$ cat src/rtl/fp_cvt_i2f_seq.sv
// Sequential i32/ui32 -> binary32 converter (IDLE -> NORM -> ROUND -> DONE).
// Define FP_CVT_ITER_NORM_EN for a 1-bit-per-cycle normaliser instead of a single-cycle shifter.
module fp_cvt_i2f_seq (
  input  logic        clock,
  input  logic        reset,
  input  logic        enable,
  input  logic [31:0] data1,
  input  logic [2:0]  rm,
  input  logic        fcvt_op,
  output logic        busy,
  output logic        ready,
  output logic [31:0] result,
  output logic [4:0]  flags
);

  localparam int unsigned DW  = 32;
  localparam int unsigned EW  = 8;
  localparam int unsigned MW  = 23;
  localparam int unsigned LZW = 5;
  localparam logic [EW-1:0] EXP_TOP = EW'(158);

  typedef enum logic [1:0] {IDLE, NORM, ROUND, DONE} state_t;

  state_t          state_q, state_d;
  logic [DW-1:0]   mag_q, mag_d;
  logic [EW-1:0]   exp_q, exp_d;
  logic            sign_q, sign_d;
  logic [2:0]      rm_q, rm_d;
  logic            op_q, op_d;
  logic [DW-1:0]   result_q, result_d;
  logic [4:0]      flags_q, flags_d;
  logic            busy_q, ready_q;

  logic [MW-1:0]   mant;
  logic [MW:0]     mant_sum;
  logic            g, s, inc, neg, neg_in;

`ifdef FP_CVT_ITER_NORM_EN
  logic [LZW-1:0]  lz_q, lz_d;
`else
  logic [LZW-1:0]  nlz;

  // Leading-zero count of a non-zero word; highest set bit wins.
  function automatic logic [LZW-1:0] clz32(input logic [DW-1:0] v);
    logic [LZW-1:0] n;
    n = '0;
    for (int i = 0; i < DW; i++) begin
      if (v[i]) n = LZW'(31 - i);
    end
    return n;
  endfunction
`endif

  // State register and datapath registers.
  always_ff @(posedge clock or negedge reset) begin
    if (!reset) begin
      state_q  <= IDLE;
      mag_q    <= '0;
      exp_q    <= '0;
      sign_q   <= 1'b0;
      rm_q     <= '0;
      op_q     <= 1'b0;
      result_q <= '0;
      flags_q  <= '0;
      busy_q   <= 1'b0;
      ready_q  <= 1'b0;
`ifdef FP_CVT_ITER_NORM_EN
      lz_q     <= '0;
`endif
    end else begin
      state_q  <= state_d;
      mag_q    <= mag_d;
      exp_q    <= exp_d;
      sign_q   <= sign_d;
      rm_q     <= rm_d;
      op_q     <= op_d;
      result_q <= result_d;
      flags_q  <= flags_d;
      busy_q   <= (state_d != IDLE);
      ready_q  <= (state_d == DONE);
`ifdef FP_CVT_ITER_NORM_EN
      lz_q     <= lz_d;
`endif
    end
  end

  // Next-state and datapath logic.
  always_comb begin
    state_d  = state_q;
    mag_d    = mag_q;
    exp_d    = exp_q;
    sign_d   = sign_q;
    rm_d     = rm_q;
    op_d     = op_q;
    result_d = result_q;
    flags_d  = flags_q;
`ifdef FP_CVT_ITER_NORM_EN
    lz_d     = lz_q;
`else
    nlz      = clz32(mag_q);
`endif

    mant   = mag_q[30:8];
    g      = mag_q[7];
    s      = |mag_q[6:0];
    neg    = sign_q & ~op_q;
    neg_in = ~fcvt_op & data1[31];

    case (rm_q)
      3'd1:    inc = 1'b0;
      3'd2:    inc = (g | s) & neg;
      3'd3:    inc = (g | s) & ~neg;
      3'd4:    inc = g;
      default: inc = g & (s | mant[0]);
    endcase
    mant_sum = {1'b0, mant} + (MW+1)'(inc);

    case (state_q)
      IDLE: begin
        if (enable) begin
          sign_d = neg_in;
          mag_d  = neg_in ? (~data1 + DW'(1)) : data1;
          rm_d   = rm;
          op_d   = fcvt_op;
          exp_d  = '0;
`ifdef FP_CVT_ITER_NORM_EN
          lz_d   = '0;
`endif
          if (data1 == '0) begin
            result_d = '0;
            flags_d  = '0;
            state_d  = DONE;
          end else begin
            state_d  = NORM;
          end
        end
      end
      NORM: begin
`ifdef FP_CVT_ITER_NORM_EN
        if (mag_q[31]) begin
          exp_d   = EXP_TOP - EW'(lz_q);
          state_d = ROUND;
        end else begin
          mag_d = {mag_q[30:0], 1'b0};
          lz_d  = lz_q + LZW'(1);
        end
`else
        mag_d   = mag_q << nlz;
        exp_d   = EXP_TOP - EW'(nlz);
        state_d = ROUND;
`endif
      end
      ROUND: begin
        // A mantissa carry-out leaves mant_sum[22:0] at zero, so only exp moves.
        result_d = {sign_q, mant_sum[MW] ? exp_q + EW'(1) : exp_q, mant_sum[MW-1:0]};
        flags_d  = {4'b0, g | s};
        state_d  = DONE;
      end
      DONE:    state_d = IDLE;
      default: state_d = IDLE;
    endcase
  end

  assign busy   = busy_q;
  assign ready  = ready_q;
  assign result = result_q;
  assign flags  = flags_q;

endmodule

$ cat config.mk
export PLATFORM = sky130hd
export DESIGN_NAME = fp_cvt_i2f_seq
export DESIGN_NICKNAME = d
export VERILOG_FILES = /design/src/rtl/fp_cvt_i2f_seq.sv
export SDC_FILE = /design/constraint.sdc
export NUM_CORES = 1
export LEC_CHECK = 0
export CAP_MARGIN = 10
export CORE_UTILIZATION = 60
export CTS_CLUSTER_DIAMETER = 50
export DETAILED_ROUTE_END_ITERATION = 8
export GPL_TIMING_DRIVEN = 0
export MAX_ROUTING_LAYER = met4
export PLACE_DENSITY = 0.95
export SLEW_MARGIN = 40
export SYNTH_ARGS = -nofsm -noshare
export SYNTH_HDL_FRONTEND = slang
export SYNTH_SLANG_ARGS = --single-unit
export TNS_END_PERCENT = 30
$ cat constraint.sdc
create_clock -name clock -period 5.8 [get_ports clock]
set_input_delay 1.74 -clock clock [delete_from_list [all_inputs] [get_ports clock]]
set_output_delay 1.74 -clock clock [all_outputs]
set_load 0.005 [all_outputs]
==> run metrics <==
Post-CTS Hold Buffers=0; Fmax=194 MHz; final wirelength=29900 um; Wirelength per Cell=25.8 um; DIE AREA=12500 um2; post-route setup slack=634 ps; ANT nets after route=0; max_slew headroom=39.8%; number of vias per cell=7.45; Final #Nets=1057; Yosys warning count=0; Max H-tree Level=3; Die Width=112 um; setup violators final=0; worst slack, placed=447 ps; fraction of the mapped netlist area in simple logic gates=21.6%; reg2reg setup slack=1370 ps; Post-Syn Area per Cell=7.87 um2; placed insts=1142; cell count after synthesis=922; CTS clock-pin slew for the worst setup and hold paths=60 ps; Worst R2R End=mag_q[24]; first-pass GRT wire length=45400 um; grt total ovfl=0; final worst path period share=89.1%; Via Count=8622; Fill cells=885; post-synthesis compound-gate area fraction=24.5%; Initial Util=62.5%; critical path's largest stage delay=590 ps; Global Route Usage Sum=49.7%; most frequent cell after synthesis=nand2_1; CTS max path bufs=2; Post-synth ARST share=100%; Layout Cells excl Fill=1158; vias in the first global route=8146; area occupied by multi-input gates=4750 um2; largest family of logic cells by synthesized area=compound AO/OA/AOI/OAI gates; mux contribution to synthesized area=10.3%; worst hold path stage count=2; Mapped Area=7260 um2; failing checks=design-rule violations; Crit-path slowest cell=or4_1; clk sinks=82; post-cts sizing count=0; Hold Crit Endpoint=result[8]; reg2reg path depth=10; top post-synthesis cells by area=dfrtp_1, nand2_1, mux2i_1; worst-path fanout max=10; Power Dens Cells=624 nW/um2; CTS buffer count=9; DP Wirelength=21300 um; CP Capture Type=register; I/O Buffers=73; CTS tree=built; Yosys reg bits=82; VDD IR max=0.000248 V; sequential cell area=2050 um2; unrepaired setup endpoints after global routing=false; Final Max Tran Viols=0; Final Hold Viols=0; IO Count=78; crit path kind=in2reg; worst slew pin tran=893 ps; routability cong.=1.22; buffer count from post-CTS setup fixing=0; CP required=6030 ps; Seq/Total Area, Yosys=28.3%; Leakage=3.30 nW; Iteration-0 DRC Markers=1582; largest net degree at the start of global routing=47; Tmin final=5170 ps; post-synthesis xor/xnor area fraction=7.36%; # diodes=0; CP Launch Type=primary input; core area=11600 um2; Critical Path AT=5390 ps; cell taking the most area after synthesis=dfrtp_1; height of the chip=112 um; Syn-to-layout area delta=17.9%; status=finished with violations; RR Startpoint=mag_q[8]; Yosys top cell area share=28.3%; adder and majority cell fraction of the synthesized area=1.38%; worst hold start=result[8]; DRC violations left=23; Synth cell types=74; Hold Crit Class=reg2reg; Pre-antenna DRT Iters=9; number of synthesized flops with an enable pin=0; ys flop type=dfrtp_1; root buffer cell=clkbuf_16; layout cells sized above 1=7.68%; crit path cell chain=clkdlybuf4s50_1 -> or4_1 -> nor4_1 -> nand3_1 -> nor3_1 -> nand2_1 -> mux2_2 -> clkbuf_1 -> buf_1 -> o31ai_1; initial antenna violation count=0; worst skew pair latency=350 ps; row count=39; Fin Clk Skew=10.3 ps; setup TNS=0 ps; # Max-Cap Violations=0; Post-synth top cells=nand2_1, nor2_1, dfrtp_1, clkbuf_1, o21ai_0
cell usage in the layout, fill, tap and decap left out, types with 9 or more instances in the layout:
master / netlist / layout
a21oi_1: 46 / 46
xnor2_1: 35 / 35
nor4_1: 18 / 17
nand2_1: 125 / 125
clkdlybuf4s50_1: 0 / 72
o31ai_1: 32 / 32
nor3_1: 16 / 16
clkbuf_16: 0 / 9
a22oi_1: 13 / 13
dfrtp_1: 82 / 82
a211oi_1: 11 / 11
o21ai_0: 54 / 54
inv_1: 21 / 21
mux2i_1: 42 / 42
mux2_2: 17 / 17
nand3_1: 18 / 18
a221oi_1: 12 / 12
buf_2: 13 / 13
nand4_1: 12 / 12
xor2_1: 26 / 26
nor2_1: 96 / 95
or4_1: 10 / 10
clkbuf_1: 57 / 56
stage by stage:
step | hold WS, ps | power, mW | instance area [um2] | util, %
floorplan | 460 | 3.16 | 7270 | -
global placement | 462 | 4.29 | 8180 | 70.4
detailed placement | 464 | 4.35 | 8210 | 70.7
CTS | 477 | 5.05 | 8560 | 73.7
global route | 485 | 5.48 | 8560 | 73.7
finish | 474 | 5.34 | 8560 | 73.7
metal layers:
metal / wire, um / GRT usage, % / part of all wire (%)
met1: 10400 / 57.3 / 35
met2: 12400 / 71.1 / 41
met5: 0 / - / 0
met3: 4550 / 18.3 / 15
met4: 2600 / 35.5 / 8.7
cell families after synthesis:
logic type / Yosys count
simple gates: 340
compound gates: 257
buf+inv: 108
flops: 82
mux: 65
xor+xnor: 61
fa+ha+maj: 8
other cells: 1
registers in the layout (all words and copies together) (netlist names), 2 cells and up:
name and cells:
mag_q 32, result 32, rm_q 3, exp_q 8, state_q 2
worst max path at each step:
stage,to,slack (ps),from,cells past startpoint
after global routing,result[4],530,data1[16],10
after floorplan,result[10],1760,data1[24],10
after detailed placement,result[4],450,data1[16],10
final,result[4],630,data1[16],10
after global placement,mag_q[26],240,reset,1
after CTS,result[4],730,data1[16],10
report_power, final:
part           total, mW  switching, mW  internal [mW]
Clock              0.677          0.253          0.425
Combinational       3.64           2.38           1.26
Sequential          1.02          0.197          0.826
cell type report:
class	instances	area share, %
Timing Repair Buffer	74	8.79
Clock inverter	7	1.42
Clock buffer	9	2.63
Sequential cell	82	24.0
Tap cell	143	2.09
Inverter	23	1.07
Buffer	85	4.55
Multi-Input combinational cell	735	55.5
worst max-delay path, delay by kind of cell:
family	cells	cell delay [ps]
buffers and inverters	3	980
and+or+nand+nor	5	1980
muxes	1	290
AOI/OAI and AO/OA	1	380
(Power assumes the default switching activity.)
